===== config.mk =====
export PLATFORM = sky130hd
export DESIGN_NAME = player_move_flat
export DESIGN_NICKNAME = d
export VERILOG_FILES = /design/src/rtl/player_move_if.sv /design/src/rtl/player_move.sv /design/src/flat_wrapper.sv
export SDC_FILE = /design/constraint.sdc
export NUM_CORES = 1
export LEC_CHECK = 0
export CORE_MARGIN = 2
export CORE_UTILIZATION = 54
export CTS_CLUSTER_DIAMETER = 50
export CTS_CLUSTER_SIZE = 16
export DETAILED_ROUTE_END_ITERATION = 6
export PLACE_DENSITY_LB_ADDON = 0.08
export SYNTH_ARGS = -nofsm -noshare
export SYNTH_HDL_FRONTEND = slang
export SYNTH_SLANG_ARGS = --single-unit

===== constraint.sdc =====
create_clock -name clk -period 8.3 [get_ports clk]
set_clock_uncertainty 0.15 [all_clocks]
set_input_delay 2.49 -clock clk [delete_from_list [all_inputs] [get_ports clk]]
set_output_delay 2.49 -clock clk [all_outputs]
set_load 0.05 [all_outputs]

===== src/rtl/player_move_if.sv =====
// Shared vector types and the frame request/result bus of the player_move stepper,
// including the combinational tile-solidity probe the stepper drives each cycle.
package player_move_pkg;
  typedef struct packed {
    logic signed [31:0] y;
    logic signed [31:0] x;
  } vec2d_t;

  typedef struct packed {
    logic signed [15:0] y;
    logic signed [15:0] x;
  } vec2dint_t;
endpackage

interface player_move_if;
  import player_move_pkg::*;

  logic               start;
  vec2dint_t          pos_i;
  vec2d_t             rem_i;
  vec2d_t             spd_i;
  vec2dint_t          pos_o;
  vec2d_t             rem_o;
  vec2d_t             spd_o;
  logic               busy;
  logic               done;
  logic               clamped;
  // Tile map lookup: solid_i must answer the probe point in the same cycle.
  logic signed [15:0] probe_x_o;
  logic signed [15:0] probe_y_o;
  logic               solid_i;

  modport master (
    output start, pos_i, rem_i, spd_i, solid_i,
    input  pos_o, rem_o, spd_o, busy, done, clamped, probe_x_o, probe_y_o
  );

  modport slave (
    input  start, pos_i, rem_i, spd_i, solid_i,
    output pos_o, rem_o, spd_o, busy, done, clamped, probe_x_o, probe_y_o
  );
endinterface


===== src/rtl/player_move.sv =====
// Sub-pixel integrator and collision stepper: rounds Q16.16 speed into whole pixels,
// then walks one pixel per cycle, X then Y, stopping an axis at the first solid tile.
module player_move
  import player_move_pkg::*;
#(
  parameter int HITBOX_X = 1,
  parameter int HITBOX_Y = 3,
  parameter int MAX_STEP = 8
) (
  input  logic        clk,
  input  logic        rst,
  player_move_if.slave bus
);

  localparam int                 CW    = $clog2(MAX_STEP + 1);
  localparam logic signed [15:0] HB_X  = 16'(HITBOX_X);
  localparam logic signed [15:0] HB_Y  = 16'(HITBOX_Y);
  localparam logic signed [31:0] MAX_S = 32'(MAX_STEP);

  typedef enum logic [2:0] {IDLE, X_ROUND, X_STEP, Y_ROUND, Y_STEP, DONE} state_e;

  state_e             state_q, state_d;
  vec2dint_t          pos_q, pos_d;
  vec2d_t             rem_q, rem_d;
  vec2d_t             spd_q, spd_d;
  logic [CW-1:0]      cnt_q, cnt_d;
  logic               dir_neg_q, dir_neg_d;
  logic               clamp_q, clamp_d;

  vec2dint_t          pos_o_q;
  vec2d_t             rem_o_q, spd_o_q;
  logic               clamped_o_q, done_q;

  logic               axis_y, over;
  logic signed [31:0] r, rr, amt, amt_c, amt_abs, rem_new;
  logic [CW-1:0]      cnt_new;
  logic signed [15:0] dir, step_x, step_y;

  // Rounding datapath, shared by both axes; the active axis follows the state.
  always_comb begin
    axis_y  = (state_q == Y_ROUND) || (state_q == Y_STEP);
    r       = axis_y ? (rem_q.y + spd_q.y) : (rem_q.x + spd_q.x);
    rr      = r + 32'sh0000_8000;
    amt     = rr >>> 16;
    rem_new = r - (amt <<< 16);
    over    = 1'b0;
    amt_c   = amt;
    if (amt > MAX_S) begin
      amt_c = MAX_S;
      over  = 1'b1;
    end else if (amt < -MAX_S) begin
      amt_c = -MAX_S;
      over  = 1'b1;
    end
    amt_abs = amt_c[31] ? -amt_c : amt_c;
    cnt_new = CW'(amt_abs);
    dir     = dir_neg_q ? -16'sd1 : 16'sd1;
    step_x  = axis_y ? 16'sd0 : dir;
    step_y  = axis_y ? dir : 16'sd0;
  end

  assign bus.probe_x_o = pos_q.x + HB_X + step_x;
  assign bus.probe_y_o = pos_q.y + HB_Y + step_y;

  always_comb begin
    // NOTE: every variable gets a default first so no path can infer a latch.
    state_d   = state_q;
    pos_d     = pos_q;
    rem_d     = rem_q;
    spd_d     = spd_q;
    cnt_d     = cnt_q;
    dir_neg_d = dir_neg_q;
    clamp_d   = clamp_q;

    unique case (state_q)
      IDLE: begin
        if (bus.start) begin
          pos_d   = bus.pos_i;
          rem_d   = bus.rem_i;
          spd_d   = bus.spd_i;
          cnt_d   = '0;
          clamp_d = 1'b0;
          state_d = X_ROUND;
        end
      end
      X_ROUND, Y_ROUND: begin
        if (axis_y) rem_d.y = rem_new;
        else        rem_d.x = rem_new;
        cnt_d     = cnt_new;
        dir_neg_d = amt_c[31];
        clamp_d   = clamp_q | over;
        if (cnt_new == '0) state_d = axis_y ? DONE : Y_ROUND;
        else               state_d = axis_y ? Y_STEP : X_STEP;
      end
      X_STEP, Y_STEP: begin
        if (bus.solid_i) begin
          // Blocked: kill this axis's motion and abandon the remaining pixels.
          if (axis_y) begin
            spd_d.y = '0;
            rem_d.y = '0;
          end else begin
            spd_d.x = '0;
            rem_d.x = '0;
          end
          state_d = axis_y ? DONE : Y_ROUND;
        end else begin
          pos_d.x = pos_q.x + step_x;
          pos_d.y = pos_q.y + step_y;
          cnt_d   = cnt_q - CW'(1);
          if (cnt_q == CW'(1)) state_d = axis_y ? DONE : Y_ROUND;
        end
      end
      default: state_d = IDLE;
    endcase
  end

  always_ff @(posedge clk) begin
    // NOTE: working registers are reset too, so an aborted frame leaves nothing stale.
    if (rst) begin
      state_q     <= IDLE;
      pos_q       <= '0;
      rem_q       <= '0;
      spd_q       <= '0;
      cnt_q       <= '0;
      dir_neg_q   <= 1'b0;
      clamp_q     <= 1'b0;
      pos_o_q     <= '0;
      rem_o_q     <= '0;
      spd_o_q     <= '0;
      clamped_o_q <= 1'b0;
      done_q      <= 1'b0;
    end else begin
      // NOTE: non-blocking assignments so every register samples pre-edge values.
      state_q   <= state_d;
      pos_q     <= pos_d;
      rem_q     <= rem_d;
      spd_q     <= spd_d;
      cnt_q     <= cnt_d;
      dir_neg_q <= dir_neg_d;
      clamp_q   <= clamp_d;
      done_q    <= (state_d == DONE);
      if (state_d == DONE) begin
        pos_o_q     <= pos_d;
        rem_o_q     <= rem_d;
        spd_o_q     <= spd_d;
        clamped_o_q <= clamp_d;
      end
    end
  end

  assign bus.pos_o   = pos_o_q;
  assign bus.rem_o   = rem_o_q;
  assign bus.spd_o   = spd_o_q;
  assign bus.clamped = clamped_o_q;
  assign bus.done    = done_q;
  assign bus.busy    = (state_q != IDLE) && (state_q != DONE);

endmodule


===== src/flat_wrapper.sv =====
// flat-port wrapper written by rule: the top's interface ports become plain ports
module player_move_flat import player_move_pkg::*;
#(
  parameter int HITBOX_X = 1,
  parameter int HITBOX_Y = 3,
  parameter int MAX_STEP = 8
)
  (clk, rst, bus_start, bus_pos_i, bus_rem_i, bus_spd_i, bus_solid_i, bus_pos_o, bus_rem_o, bus_spd_o, bus_busy, bus_done, bus_clamped, bus_probe_x_o, bus_probe_y_o);
  player_move_if bus_i ();
  input  logic clk;
  input  logic rst;
  input wire logic [$bits(bus_i.start)-1:0] bus_start;
  input wire logic [$bits(bus_i.pos_i)-1:0] bus_pos_i;
  input wire logic [$bits(bus_i.rem_i)-1:0] bus_rem_i;
  input wire logic [$bits(bus_i.spd_i)-1:0] bus_spd_i;
  input wire logic [$bits(bus_i.solid_i)-1:0] bus_solid_i;
  output wire logic [$bits(bus_i.pos_o)-1:0] bus_pos_o;
  output wire logic [$bits(bus_i.rem_o)-1:0] bus_rem_o;
  output wire logic [$bits(bus_i.spd_o)-1:0] bus_spd_o;
  output wire logic [$bits(bus_i.busy)-1:0] bus_busy;
  output wire logic [$bits(bus_i.done)-1:0] bus_done;
  output wire logic [$bits(bus_i.clamped)-1:0] bus_clamped;
  output wire logic [$bits(bus_i.probe_x_o)-1:0] bus_probe_x_o;
  output wire logic [$bits(bus_i.probe_y_o)-1:0] bus_probe_y_o;
  assign bus_i.start = bus_start;
  assign bus_i.pos_i = bus_pos_i;
  assign bus_i.rem_i = bus_rem_i;
  assign bus_i.spd_i = bus_spd_i;
  assign bus_i.solid_i = bus_solid_i;
  assign bus_pos_o = bus_i.pos_o;
  assign bus_rem_o = bus_i.rem_o;
  assign bus_spd_o = bus_i.spd_o;
  assign bus_busy = bus_i.busy;
  assign bus_done = bus_i.done;
  assign bus_clamped = bus_i.clamped;
  assign bus_probe_x_o = bus_i.probe_x_o;
  assign bus_probe_y_o = bus_i.probe_y_o;
  player_move #(.HITBOX_X(HITBOX_X), .HITBOX_Y(HITBOX_Y), .MAX_STEP(MAX_STEP)) u_core (.clk(clk), .rst(rst), .bus(bus_i));
endmodule

* After elaboration in Yosys (flattened, before gate mapping)
Index checks and enable logic that the tools add are counted.
** Storage, ports and cells
- Flip-flop bits (word level) :: 331
- Output and inout port bits :: 195
- Input bits :: 164
** Cells by class
- Bitwise gates (word level) :: 1
- Eq/ne operators :: 9
- Reductions and logical operators :: 9
- Magnitude comparators :: 2
- Mux-type cells :: 36
- Add/sub/neg operators :: 12
** Operator list (number)
- two-way mux 32 bit :: 11
- two-way mux 64 bit :: 4
- one-hot mux 64 bit (3 select lines) :: 1
- one-hot mux 64 bit (2 select lines) :: 1
- adder 16 bit :: 4
- adder 32 bit :: 2
- one-hot mux 32 bit (2 select lines) :: 1
- two-way mux 16 bit :: 3
- adder 32 x 17 -> 32 bit (second input constant) :: 1
- subtractor 32 bit :: 1
- two-way mux 3 bit :: 6
- adder 16 x 2 -> 16 bit (second input constant) :: 1
- adder 16 x 3 -> 16 bit (second input constant) :: 1
- greater-than comparator 16 x 5 -> 1 bit (second input constant) :: 1
- < comparator 16 x 4 -> 1 bit (second input constant) :: 1
- two-way mux 4 bit :: 3
- one-hot mux 4 bit (3 select lines) :: 1
- one-hot mux 3 bit (3 select lines) :: 1
- equality test 3 x 2 -> 1 bit (second input constant) :: 2
- equality test 3 bit (second input constant) :: 2
- nonzero test 3 bit :: 2
- equality test 4 x 1 -> 1 bit (second input constant) :: 1
- logical NOT 4 bit :: 1
- != test 2 bit (second input constant) :: 2
- other kinds (12) :: 15

* Longest topological paths before layout
Gate-level depths: netlist of run 1.
- Word-level depth :: 13
- Gate-level depth with buffers :: 32

* Least setup slack after synthesis of run 1
OpenSTA, ideal clock, no wires.
- Path kind :: register to output
- Start :: register u_core.state_q[2]
- End :: output bus_probe_y_o[15]
- Required time :: 5.660 ns
- Arrival time :: 5.756 ns
- Path buffers :: 5
- Setup slack :: -0.096 ns
- Stages on the path, launching flop included :: 28
- Cell sequence :: dfxtp_1 -> clkbuf_1 -> nand2b_1 -> o21a_1 -> buf_2 -> inv_1 -> buf_2 -> buf_2 -> buf_2 -> nand2_1 -> inv_1 -> ha_1 -> inv_1 -> fa_1 -> nor2b_1 -> o21ai_0 -> a21boi_0 -> o21ai_0 -> a21boi_0 -> o21ai_0 -> a21boi_0 -> o21ai_0 -> a21boi_0 -> o21ai_0 -> nand2b_1 -> a21o_1 -> a21oi_1 -> xnor2_1
** On the way
- Longest elaborated chain between the ends :: 4
** Ends and longest elaborated chain
- start, declared :: line player_move.sv:22 : state_e state_q, state_d;
- start signal, assigned :: line player_move.sv:134 : state_q <= state_d;
- equality test 3 x 2 -> 1 bit or equality test 3 bit (tied branches) :: line player_move.sv:41 : axis_y = (state_q == Y_ROUND) || (state_q == Y_STEP);
- logical OR 1 bit * :: line player_move.sv:41
- two-way mux 16 bit * :: line player_move.sv:59 : step_y = axis_y ? dir : 16'sd0;
- adder 16 bit * :: line player_move.sv:63 : assign bus.probe_y_o = pos_q.y + HB_Y + step_y;
- end, declared :: line flat_wrapper.sv:24 : output wire logic [$bits(bus_i.probe_y_o)-1:0] bus_probe_y_o;
Every way passes the cells marked *; elsewhere a longest branch is shown, timed or not.

* Final worst setup path of run 1
Same ends and word-level chain as after synthesis.

==> run summary, run 1 <==
The setup check on the worst reg-to-reg path leaves a slack of 630 ps. The fraction of synthesized cell area taken by the top area cell type came out at 0.3217. Yosys mapped a number of flops with a built-in enable equal to 0. From left edge to right edge, the die measures 199.3 µm. The layout overhead on the synthesized area is 24.93%, and the relative max-transition margin is 0.08893.

The initial antenna violation count was 2; the layout net count was 2,983. The utilization after layout came out at 0.6849. The run gives 5660 ps as the critical path required time. The clock passes through at most 3 buffers. The tools report the setup violation total in the final timing report as 0. The layout cell share with drive strength beyond 1 was 0.08838; the first-pass GRT wire length was 98,280 µm. The average cell area after synthesis was 8.506 µm²; the slew at the pin closest to its max-slew limit was 1365 ps.

The synthesized net count was 2,734; the global placement routability congestion was 0.9707. The run gives 0.3085 as the global router's overall resource usage. The initial core utilization came out at 0.5482. The clock-pin slew reported for the worst setup and hold paths after clock tree synthesis is 60 ps, and the later-pin clock latency in the skew report is 560 ps.

The tools report the maximum ir drop on the vdd rail as 250.8 µV. During synthesis, Yosys emitted a total of 0 warnings. Of all nets on the critical path, the largest fanout is 18. The die outline height came out at 199.3 µm.

The critical path start-end classification was register to output pin. After detailed routing, the average wire length per cell comes to 19.64 µm. The part of the Yosys area used for sequential elements is 0.3217, and the max-slew violation total from the final report is 0.

Category of the worst setup path launch point: a register. CTS saw 331 sinks. For the total standard cell area after synthesis, the log shows 0.02060 mm².

The half-perimeter wire length of the detailed placement result is 46,400 µm. The commonest cells after synthesis are 398 x sky130_fd_sc_hd__nor2_1, 331 x sky130_fd_sc_hd__dfxtp_1, 172 x sky130_fd_sc_hd__a21oi_1. In this run the standard cell core region covers 0.03758 mm². The floorplan step defined a die boundary enclosing 0.03973 mm².

The run gives 0 ps as the setup TNS. The number of buffers added by the clock tree synthesis step is 36, and the data arrival time of the critical path is 5200 ps. The synthesized netlist contains 92 unique library cells. After floorplanning, the core was divided into 71 placement rows. 359 I/O pins were placed. The number of hold violations in the final report was 0; the largest net degree at the start of global routing was 140.

For this run, the leading register cell type out of synthesis is sky130_fd_sc_hd__dfxtp_1. The total global routing overflow came out at 0. The final worst-path cycle share was 0.9442; the static leakage power was 0.01012 µW. Clock tree synthesis selected as its root buffer the cell sky130_fd_sc_hd__clkbuf_16.

Deepest level of the CTS H-tree: 2. The run finished, with violations left. The flip-flop and latch count after synthesis was 331; the total DRC errors in the routed layout was 6.

The routed layout has 19,560 vias. The worst path needs 7837 ps of the cycle, external delays included. For the synthesized netlist cell count, the log shows 2,422. The checks that failed: design-rule violations. STA classifies the critical path endpoint as an output pin. Setup repair after global routing left no endpoint under its margin. TritonCTS built the clock tree. Async set or reset register ratio after synthesis: 0.

The classification of the worst-slack hold path is register to register. In this run the power density over the cells is 358.3 mW/mm². Sorting the synthesized cells by area gives the leading types as sky130_fd_sc_hd__dfxtp_1 32%, sky130_fd_sc_hd__ha_1 7.9%, sky130_fd_sc_hd__nor2_1 7.3%. The number of iterations in the first detailed-routing pass is 7, and the number of DRC markers in iteration 0 is 1,409. Derived from the worst setup path, the maximum achievable clock frequency is 0.1276 GHz. The max capacitance violation total is 0.

The largest total area in the synthesized netlist belongs to sky130_fd_sc_hd__dfxtp_1. In this run the tool buffered the top-level ports with 358 buffer cells. The final layout contains routed wiring with a total length of 62,960 µm. In the routed layout, each cell is associated on average with a via count of 6.101.

For the final antenna-violating net count, the log shows 0. Number of global-route vias before repair: 18,560. The most numerous cell in the Yosys netlist is sky130_fd_sc_hd__nor2_1. Buffers inserted to repair hold after CTS numbered 0.
layout make-up:
class	instances	area, µm²
repair buffers	382	4088
clock buffers	41	960.9
diodes	2	5.005
clock inverters	19	245.2
multi-input cells	1857	12930
fillers	3072	11840
inverters	63	240.2
flip-flops and latches	331	6626
well taps	511	639.4
report_power, final:
part / switching [µW] / internal, µW / total, µW
combinational: 3510 / 1870 / 5370
clock: 712 / 947 / 1660
sequential: 254 / 1930 / 2190
worst max-delay path, cell delays in order (launching register included):
cell                         delay [ps]
sky130_fd_sc_hd__dfxtp_1            370
sky130_fd_sc_hd__buf_4              250
sky130_fd_sc_hd__nand3b_1           160
sky130_fd_sc_hd__o21a_1             170
sky130_fd_sc_hd__inv_1               70
sky130_fd_sc_hd__nand2_2            160
sky130_fd_sc_hd__clkinvlp_4         120
sky130_fd_sc_hd__ha_1               230
sky130_fd_sc_hd__fa_1               520
sky130_fd_sc_hd__nor2b_1            150
sky130_fd_sc_hd__o21ai_0            210
sky130_fd_sc_hd__a21boi_1           130
sky130_fd_sc_hd__o21ai_1            180
sky130_fd_sc_hd__a21boi_0           140
sky130_fd_sc_hd__o21ai_0            230
sky130_fd_sc_hd__a21boi_1           130
sky130_fd_sc_hd__o21ai_0            220
sky130_fd_sc_hd__a21boi_0           170
sky130_fd_sc_hd__o21ai_0            190
sky130_fd_sc_hd__nand2b_1           110
sky130_fd_sc_hd__a21o_1             180
sky130_fd_sc_hd__a21oi_1            230
sky130_fd_sc_hd__xnor2_2            170
sky130_fd_sc_hd__buf_12             160
cell usage in the layout (no fill, tap or decap), drive strengths merged, types with 69 or more instances in the layout:
master         count
nor2             399
inv               69
xnor2             71
o21ai             95
a211oi           138
clkdlybuf4s50    330
a21oi            173
nand2             93
ha               130
dfxtp            331
logic make-up after synthesis:
group           share of synthesized area
compound gates                     0.2833
xor+xnor                          0.05187
fa+ha+maj                         0.09645
buf+inv                           0.05333
flops                              0.3217
mux                               0.02466
simple gates                       0.1688
layer usage:
layer,track usage,share of wire,vias to the layer above
met2,0.5242,0.48,640
met3,0.04304,0.056,149
li1,-,-,9442
met4,0.1374,0.041,0
met1,0.3891,0.42,9329
met5,0,0,-
metrics by stage:
| step | total power [µW] | cells | hold slack (ps) | worst slack [ps] | cell area (µm²) |
|---|---|---|---|---|---|
| 2_1_floorplan | 5922 | 2422 | 290.8 | 72.80 | 20610 |
| 3_3_place_gp | 7404 | 3143 | 325.2 | 652.8 | 24480 |
| 3_5_place_dp | 7507 | 3143 | 332.3 | 406.3 | 24480 |
| 4_1_cts | 9192 | 3204 | 343.7 | 247.3 | 25700 |
| 5_1_grt | 9770 | 3206 | 356.8 | 76.18 | 25740 |
| 6_report | 9222 | 3206 | 343.8 | 463.0 | 25740 |
timing repair:
item	4_1_cts	5_1_grt
setup endpoints to repair	1	112
setup buffers	1	0
gates resized for setup	1	11
final timing paths:
| path | from | endpoint | cells after the start |
|---|---|---|---|
| worst min register to register | u_core.bus.pos_o[29] | u_core.bus.pos_o[29] | 2 |
| worst max register to register | u_core.spd_q[32] | u_core.bus.spd_o[29] | 29 |
| worst max-delay path | u_core.state_q[2] | bus_probe_y_o[15] | 23 |
| worst min-delay path | u_core.bus.pos_o[29] | u_core.bus.pos_o[29] | 2 |
registers in the layout, summed over array words and instances, names as in the netlist:
signal / count
u_core.bus.rem_o: 64
u_core.bus.spd_o: 64
u_core.rem_q: 64
u_core.spd_q: 64
u_core.bus.pos_o: 32
u_core.pos_q: 32
u_core.cnt_q: 4
u_core.state_q: 3
u_core.bus.clamped: 1
u_core.bus.done: 1
u_core.clamp_q: 1
u_core.dir_neg_q: 1
Power figures use the tool's default switching activity.
==> run 2, diff against run 1 <==
CTS_CLUSTER_DIAMETER = 200   (was 50)
CTS_CLUSTER_SIZE = 40   (was 16)
==> run summary, run 2 (synthesized netlist as in run 1, its figures left out) <==
The critical path buffer and inverter count was 5 (+1). The tools report the total instance count after detailed placement as 3,143 (unchanged). The number of DRC markers in iteration 0 is 1,368 (-2.9%).

Critical path required time: 5660 ps (about the same). The die outline height was 199.3 µm (unchanged); the critical-path maximum fanout was 18 (unchanged). The width of the die is 199.3 µm (unchanged), and the max-slew violation total from the final report is 0 (unchanged).

The global placement routability congestion came out at 0.9707 (unchanged). TritonCTS built the clock tree. The total of fill cells in the finished design is 3,165 (+3.0%), and the number of buffers added by the clock tree synthesis step is 12 (-67%). The largest net degree at the start of global routing was 140 (unchanged); the setup violation total in the final timing report was 0 (unchanged).

The relative max-transition margin was 0.1326 (+0.04369). The classification of the worst-slack hold path is register to register. For the max capacitance violation total, the log shows 0 (unchanged). The global router's overall resource usage was 0.2983 (-0.01015); the total DRC errors in the routed layout was 0 (-6).

The number of vias per cell works out to 6.124 (+0.37%). The area used by multi-input combinational logic was 0.01293 mm² (unchanged). Initial antenna violation count: 2 (unchanged). The run finished with clean final reports. Half-perimeter wire length of the detailed placement result: 46,400 µm (unchanged).

The run gives 509.4 ps (+46.37 ps) as the setup slack after layout. The tools report the worst slack at placement as 406.3 ps (unchanged). The tools report the number of global-route vias before repair as 18,110 (-2.5%). The tools report the number of sinks driven by the clock tree as 331 (unchanged). In the layout the commonest cells are 396 x sky130_fd_sc_hd__nor2_1, 331 x sky130_fd_sc_hd__dfxtp_1, 330 x sky130_fd_sc_hd__clkdlybuf4s50_1, 172 x sky130_fd_sc_hd__a21oi_1, 130 x sky130_fd_sc_hd__ha_1.

For this design, the slowest cell found on the critical path is sky130_fd_sc_hd__fa_1. The count of vias placed by the detailed router came out at 19,360 (-1.0%). The run gives 3 (unchanged) as the number of buffers on the longest clock path.

The tools report the number of primary I/O pins as 359 (unchanged). Top cell family by delay on the critical path: compound AO/OA/AOI/OAI gates. The layout cell share with drive strength beyond 1 is 0.07329 (-0.01509). The logs give 0.1284 GHz (+0.59%) for the top achievable clock speed and 2,959 (-0.80%) for the layout net count. The total routed wirelength was 61,620 µm (-2.1%). The footprint of the flip-flops and latches came out at 0.006626 mm² (unchanged).

Area of the core: 0.03758 mm² (unchanged). The floorplan die area is 0.03973 mm² (unchanged), and the highest cell delay on the worst timing path is 460 ps (-60 ps). The number of buffers inserted by port buffering works out to 358 (unchanged).

The most used cell along the critical path was sky130_fd_sc_hd__o21ai_0. The logs give 232.2 µV (-7.4%) for the maximum ir drop on the vdd rail and 71 (unchanged) for the number of rows in the core area. For the static leakage power, the log shows 0.009696 µW (-4.2%). The total global routing overflow is 0 (unchanged). The deepest level of the CTS H-tree was 1 (-1).

The logs give 3,161 (-1.4%) for the final standard cell count with taps included and fillers excluded and 0 (unchanged) for the final antenna-violating net count. The wire length per cell is 19.49 µm (-0.74%). The power density of the placed cells was 335.4 mW/mm² (-6.4%). The worst reg2reg path depth was 29 (unchanged); the count of hold-fix buffers inserted at cts was 0 (unchanged). The number of cells traversed by the worst hold path is 2 (unchanged).

The clock-pin slew reported for the worst setup and hold paths after clock tree synthesis was 150 ps (+90 ps); the number of hold violations in the final report was 0 (unchanged). Setup repair after global routing left no endpoint under its margin. The area growth from synthesis to layout is 20.80%.

The total number of cells along the worst setup path was 25 (+8.7%). In this run the clock root is driven by a sky130_fd_sc_hd__clkbuf_16. The time the worst path needs with I/O delays and setup works out to 7791 ps (-46.37 ps). Leaving out fill and tap cells, the most frequent cell in the layout is sky130_fd_sc_hd__nor2_1.

The power consumption was 8348 µW (-9.5%). The critical path start-end classification was register to output pin. The number of iterations in the first detailed-routing pass was 7 (unchanged); the slew at the pin closest to its max-slew limit was 1300 ps (-65.46 ps). The tools report the first-pass GRT wire length as 95,880 µm (-2.5%). The tools report the initial core utilization as 0.5482 (unchanged). The worst setup path is captured at an output pin.

The tools report the setup TNS as 0 ps (unchanged). The final worst-path cycle share was 0.9386 (-0.005587). Later-pin clock latency in the skew report: 540 ps (-20 ps). For the data arrival time of the critical path, the log shows 5150 ps (-50 ps). STA classifies the critical path startpoint as a register.
[run 2: cell types whose count changed in the layout (fill, tap and decap cells not counted), sizes merged]
cell	delta
diode	+1
clkinv	-7
inv	-7
clkbuf	-28
bufinv	-3
clkinvlp	-1
[run 2: area by class of cell]
class	instances	area share
tap	511	0.02569
sequential	331	0.2663
clock inverter	1	0.001207
multi-input combinational	1857	0.5197
antenna	3	0.0003017
timing repair buffer	382	0.1641
clock buffer	13	0.01307
inverter	63	0.009654
[run 2: repair_timing]
item	CTS	global route
endpoints found under the hold margin	0	0
endpoints found under the setup margin	1	133
buffers inserted	1	0
gates resized for setup	1	10
[run 2: stage by stage]
step	util	area [µm²]	hold slack [ps]
2_1_floorplan	-	20610	290.8
3_3_place_gp	0.6516	24480	325.2
3_5_place_dp	0.6516	24480	332.3
4_1_cts	0.6613	24850	354.7
5_1_grt	0.6622	24880	367.9
6_report	0.6622	24890	357.1
[run 2: final timing paths]
kind,startpoint,end,slack (ps)
setup / recovery,u_core.state_q[2],bus_probe_y_o[15],510
hold / removal,u_core.bus.pos_o[29],u_core.bus.pos_o[29],360
setup reg to reg,u_core.spd_q[32],u_core.bus.rem_o[34],620
hold reg to reg,u_core.bus.pos_o[29],u_core.bus.pos_o[29],360
[run 2: worst min-delay path, stage by stage, from the launching register on]
cell and delay (ps):
sky130_fd_sc_hd__dfxtp_1 340, sky130_fd_sc_hd__nor2_1 90, sky130_fd_sc_hd__a211oi_1 50
[run 2: per-layer routing]
| metal | share of wire | routed length (µm) | track usage | vias up |
|---|---|---|---|---|
| met4 | 0.034 | 2094 | 0.1001 | 0 |
| met5 | 0 | 0 | 0 | - |
| met1 | 0.44 | 26840 | 0.3875 | 9233 |
| met3 | 0.053 | 3265 | 0.03190 | 114 |
| met2 | 0.48 | 29420 | 0.5161 | 634 |
| li1 | - | - | - | 9376 |
[run 2: report_power, final]
group          internal (µW)  leakage [µW]  switching (µW)
logic                   1870       0.00683            3500
clock network            292      0.000172             508
registers               1930       0.00269             252
==> run 3, diff against run 2 <==
GPL_TIMING_DRIVEN = 0   (was default)
==> run summary, run 3 (synthesized netlist as in run 1, its figures left out) <==
The run finished with clean final reports. The half-perimeter wire length of the detailed placement result is 57,770 µm (+24%). Time the worst path needs with I/O delays and setup: 8111 ps (+320.0 ps). The maximum ir drop on the vdd rail came out at 209.1 µV (-10%).

The startpoint identified for the worst register-to-register timing path is u_core.spd_q[32]. The tools report the category of the worst setup path capture point as an output pin. The later-pin clock latency in the skew report is 550 ps (about the same), and the number of diodes is 0 (-3).

The final antenna-violating net count is 0 (unchanged). The slowest stage of the critical path is the sky130_fd_sc_hd__fa_1 cell. The setup path with the least slack is of type register to output pin. The setup slack after layout was 189.4 ps (-320.0 ps); the critical-path maximum fanout was 11 (-7).

The slew at the pin closest to its max-slew limit is 1290 ps (-9.429 ps), and the setup TNS is 0 ps (unchanged). The number of buffers inserted by port buffering was 357 (-0.28%). The top cell types in the final layout, fill and taps aside, are 398 x sky130_fd_sc_hd__nor2_1, 348 x sky130_fd_sc_hd__clkdlybuf4s50_1, 330 x sky130_fd_sc_hd__dfxtp_1, 170 x sky130_fd_sc_hd__a21oi_1, 130 x sky130_fd_sc_hd__ha_1.

The number of rows in the core area is 71 (unchanged), and the static leakage power is 0.009917 µW (+2.3%). The number of buffers on the longest clock path is 3 (unchanged), and the power density of the placed cells is 338.4 mW/mm² (+0.88%). The critical path required time came out at 5660 ps (about the same). The number of hold violations in the final report is 0 (unchanged), and the largest net degree at the start of global routing is 41 (-71%).

In this run the clock root is driven by a sky130_fd_sc_hd__clkbuf_16. For the area of the core, the log shows 0.03758 mm² (unchanged). The post-route cell area came out at 0.02529 mm² (+1.6%). The number of primary I/O pins is 359 (unchanged), and the number of global-route vias before repair is 19,610 (+8.3%).

The most critical setup path has its startpoint at u_core.state_q[1]. By instance count, the cell type seen most on the critical path is sky130_fd_sc_hd__a21boi_1. Number of sinks driven by the clock tree: 331 (unchanged).

The first-pass GRT wire length was 108,900 µm (+14%); the wire length per cell was 22.06 µm (+13%). For the global placement routability congestion, the log shows 0.9876 (+1.7%). For the worst setup slack for register-to-register paths, the log shows 300 ps (-320 ps). The tools report the max-slew violation total from the final report as 0 (unchanged). Deepest level of the CTS H-tree: 1 (unchanged). The total DRC errors in the routed layout is 0 (unchanged), and the max capacitance violation total is 0 (unchanged). The initial core utilization was 0.5482 (unchanged); the final standard cell count with taps included and fillers excluded was 3,310 (+4.7%). The clock-pin slew reported for the worst setup and hold paths after clock tree synthesis came out at 160 ps (about the same). The floorplan die area was 0.03973 mm² (unchanged); the top achievable clock speed was 0.1233 GHz (-3.9%).

Data arrival time of the critical path: 5470 ps (+320 ps). The most common cell after layout, fill and taps aside is sky130_fd_sc_hd__nor2_1. For the total routed wirelength, the log shows 73,020 µm (+18%). The count of vias placed by the detailed router was 20,620 (+6.5%). The layout net count was 3,111 (+5.1%). For the number of DRC markers in iteration 0, the log shows 1,832 (+34%). The endpoint identified for the worst register-to-register timing path is u_core.bus.spd_o[32].

TritonCTS built the clock tree. The worst hold path belongs to the class register to register. The width of the die works out to 199.3 µm (unchanged). For the number of iterations in the first detailed-routing pass, the log shows 7 (unchanged).

The final worst-path cycle share works out to 0.9772 (+0.03856). The setup violation total in the final timing report is 0 (unchanged). The tools report the category of the worst setup path launch point as a register.

The die outline height came out at 199.3 µm (unchanged). The worst setup path endpoint is bus_probe_y_o[15]. The worst reg2reg path depth works out to 29 (unchanged). The number of vias per cell is 6.228 (+1.7%). The total instance count after detailed placement came out at 3,291 (+4.7%). The total global routing overflow was 0 (unchanged).

The highest cell delay on the worst timing path was 460 ps (about the same); the layout cell share with drive strength beyond 1 was 0.07288 (-0.0004073). The number of buffers added by the clock tree synthesis step is 12 (unchanged), and the worst slack at placement is -2033 ps (-2439 ps). The global router's overall resource usage is 0.3534 (+0.05508), and the initial antenna violation count is 0 (-2). The layout overhead on the synthesized area was 22.76%; the relative max-transition margin was 0.1398 (+0.007218). The cell area after placement came out at 0.02483 mm² (+1.4%).
run 3: cell count changes in the layout (fill, tap and decap cells not counted), sizes merged:
cell	change
buf	+14
dlymetal6s2s	+2
clkbuf	+115
clkdlybuf4s50	+18
inv	-1
clkinvlp	+2
dlygate4sd2	+2
diode	-3
run 3: worst min path at each step:
stage,startpoint,slack (ps),depth (start not counted),end
global placement,u_core.dir_neg_q,310,2,u_core.dir_neg_q
finish,u_core.clamp_q,330,2,u_core.clamp_q
global route,u_core.clamp_q,360,2,u_core.clamp_q
floorplan,u_core.clamp_q,290,2,u_core.clamp_q
CTS,u_core.clamp_q,330,2,u_core.clamp_q
detailed placement,u_core.clamp_q,310,2,u_core.clamp_q
run 3: area by class of cell:
| cell class | instances | area, µm² |
|---|---|---|
| Buffer | 169 | 880.8 |
| Clock buffer | 13 | 325.3 |
| Clock inverter | 1 | 30.03 |
| Fill cell | 3218 | 12290 |
| Inverter | 63 | 244.0 |
| Multi-Input combinational cell | 1857 | 12920 |
| Sequential cell | 331 | 6630 |
| Tap cell | 511 | 639.4 |
| Timing Repair Buffer | 364 | 3611 |
| Timing Repair inverter | 1 | 5.005 |
run 3: critical path, delay by kind of cell, from the launching register on:
kind | cells | cell delay (ps)
simple gates | 4 | 600
compound gates | 12 | 1740
fa+ha+maj | 3 | 900
buf+inv | 8 | 1130
flops | 1 | 360
xor+xnor | 1 | 140
run 3: timing repair:
item / 4_1_cts / 5_1_grt
setup buffers: 4 / 2
gates cloned: 1 / 0
gates resized for setup: 43 / 22
setup endpoints to repair: 28 / 171
hold buffers: 0 / 0
pin swaps: 1 / 3
run 3: through the flow:
step	hold slack [ps]	utilization	power, µW
finish	334.0	0.6730	8558
CTS	327.5	0.6719	8446
global route	358.8	0.6730	8993
global placement	306.0	0.6605	7523
floorplan	290.8	-	5922
detailed placement	308.2	0.6607	7635
run 3: metal layers:
layer / routed length (µm) / part of all wire / global-route usage / vias to the layer above
li1: - / - / - / 9708
met5: 0 / 0 / 0 / -
met2: 33850 / 0.46 / 0.5983 / 909
met1: 29830 / 0.41 / 0.4522 / 9840
met3: 5938 / 0.081 / 0.04371 / 159
met4: 3401 / 0.047 / 0.1545 / 0
run 3: power breakdown:
| group | internal (µW) | switching, µW | total, µW |
|---|---|---|---|
| logic | 1840 | 3720 | 5560 |
| clock network | 292 | 516 | 809 |
| registers | 1930 | 256 | 2190 |
==> variant: new RTL, config.mk and constraints of run 1 <==
Encoding of `state_e`: now one-hot (6 bits for 6 states).
--- a/src/rtl/player_move.sv
+++ b/src/rtl/player_move.sv
@@ -19,3 +19,3 @@
 
-  typedef enum logic [2:0] {IDLE, X_ROUND, X_STEP, Y_ROUND, Y_STEP, DONE} state_e;
+  typedef enum logic [5:0] {IDLE = 6'b000001, X_ROUND = 6'b000010, X_STEP = 6'b000100, Y_ROUND = 6'b001000, Y_STEP = 6'b010000, DONE = 6'b100000} state_e;
 
Function: no difference found for any inputs over 4 cycles, from zero or initial values and one cycle with rst high; so few cycles prove little.
==> variant against run 1 <==
  * Area after synthesis decreased by 0.55%
  * Sequential share of layout area is 0.37 points higher
  * Worst setup slack better by 0.020 ns
  * Wire length rose by 0.92%
  * Via count shrank 3.1%
  * Sequential cell count is 3 higher
  * Design area decreased by 0.49%
  * Global-route usage is 0.56 points higher
  * Critical path type is now reg2reg
Power is not compared: it rests on default switching activity, and its combinational part moved more than twofold at a synthesized area within 25%.
==> variant: results (changes against run 1) <==
| Metric | Value |
|---|---|
| Signal buffers share of area | `0.159 (+0.000239)` |
| Fraction of standard cell area in multi-input logic | `0.499 (-0.00336)` |
| CP max stage cell | `a211oi_1` |
| Synth Area in Compound Gates | `0.285 (+0.00156)` |
| Largest stage delay, worst path | `0.62 ns (+0.10 ns)` |
| Status | `complete, no violations` |
| Family with the most delay on the worst path | `simple AND/OR/NAND/NOR gates` |
| Synth top cells by count | `nor2_1 (449), dfxtp_1 (334), a211oi_2 (159), clkbuf_1 (129), ha_1 (129)` |
| Syn avg cell area | `8.75 um2 (+2.9%)` |
| Sw Share | `0.346` |
| Sequential area share after synthesis | `0.326 (+0.00470)` |
| Vias in the first global route | `18300 (-1.6%)` |
| Met2 wire len | `28200 um (-6.2%)` |
| Mux cell area share after synthesis | `0.0123 (-0.0124)` |
| Met3 Wirelength | `4720 um (+34%)` |
| Hold Startpoint | `u_core.bus.rem_o[31]` |
| Max VDD drop | `about 0.16 mV` |
| Initial antenna violation count | `4 (+2)` |
| Sequential cells | `334 (+0.91%)` |
| Cts bufs inserted | `35 (-2.8%)` |
| FF-to-FF Start | `u_core.spd_q[32]` |
| Global-route usage over all layers | `0.314 (+0.00557)` |
| Max cap viols | `0 (unchanged)` |
| Largest net degree at the start of global routing | `167 (+19%)` |
| Post-CTS Repair Setup Buffers | `0 (-1)` |
| DP HPWL | `47200 um (+1.7%)` |
| Final wirelength | `63500 um (+0.92%)` |
| Share of post-route cells with drive strength above 1 | `0.122 (+0.0335)` |
| Mapped Nets | `2653 (-3.0%)` |
| Clock-cell share of area | `0.0466 (-0.000260)` |
| Resize count post-CTS | `0 (-1)` |
| Final nets | `2896 (-2.9%)` |
| Ant. Diodes | `5 (+3)` |
| Crit path max fanout | `50 (+32)` |
| Ys Warns | `0 (unchanged)` |
| Filler cell count | `3056 (-0.52%)` |
| Multi-input comb cells | `1772 (-4.6%)` |
| Sequential cell area | `0.00669 mm2 (+0.93%)` |
| Worst Hold End | `u_core.bus.rem_o[31]` |
| Crit. End Element | `flip-flop` |
| # clk buffers | `40 (-2.4%)` |
| Non-clock buffer count | `383 (+0.26%)` |
| Post-Layout Cell Count | `3126 (-2.5%)` |
| Post-Synth Adder-Cell Area | `0.0964 (about the same)` |
| First-pass GRT wire length | `98200 um (-0.13%)` |
| Iteration-0 DRC Markers | `1578 (+12%)` |
| CP arrival | `8.12 ns (+2.92 ns)` |
| Reg2reg end | `u_core.bus.rem_o[40]` |
| Reg2Reg Setup Slack | `0.48 ns (-0.15 ns)` |
| CP startpoint | `u_core.spd_q[32]` |
| Wire length on met1 | `28600 um (+7.0%)` |
| Vias | `19000 (-3.1%)` |
| Worst Max-Slew Pin Slew | `0.977 ns (-0.388 ns)` |
| Gpl congestion | `0.973 (+0.27%)` |
| Highest layer used for signal routing | `met4` |
| Register clock-pin slew on the reported worst setup and hold paths | `~0.070 ns` |
| Logic inverters | `59 (-6.3%)` |
| H-tree levels | `2 (unchanged)` |
## variant: cell types whose count changed after synthesis, sizes merged, moves of 27 or more
cell and change:
a31oi -33, nor3 -31, a21oi -58, mux2i -27
a211oi +28, nor2 +51, a22oi +27
## variant: stage by stage
| stage | hold WS (ns) | setup slack (ns) | TNS [ns] | area, um2 |
|---|---|---|---|---|
| after global routing | 0.356 | -0.0646 | -1.29 | 25600 |
| after detailed placement | 0.318 | 0.187 | 0 | 24300 |
| after CTS | 0.331 | 0.155 | 0 | 25500 |
| after global placement | 0.305 | 0.431 | 0 | 24300 |
| after floorplan | 0.310 | 0.0232 | 0 | 20500 |
| final | 0.322 | 0.483 | 0 | 25600 |
## variant: metal layers
metal / GRT usage / vias up
li1: - / 9063
met1: 0.440 / 9069
met2: 0.491 / 721
met3: 0.0444 / 99
met4: 0.115 / 0
met5: 0 / -
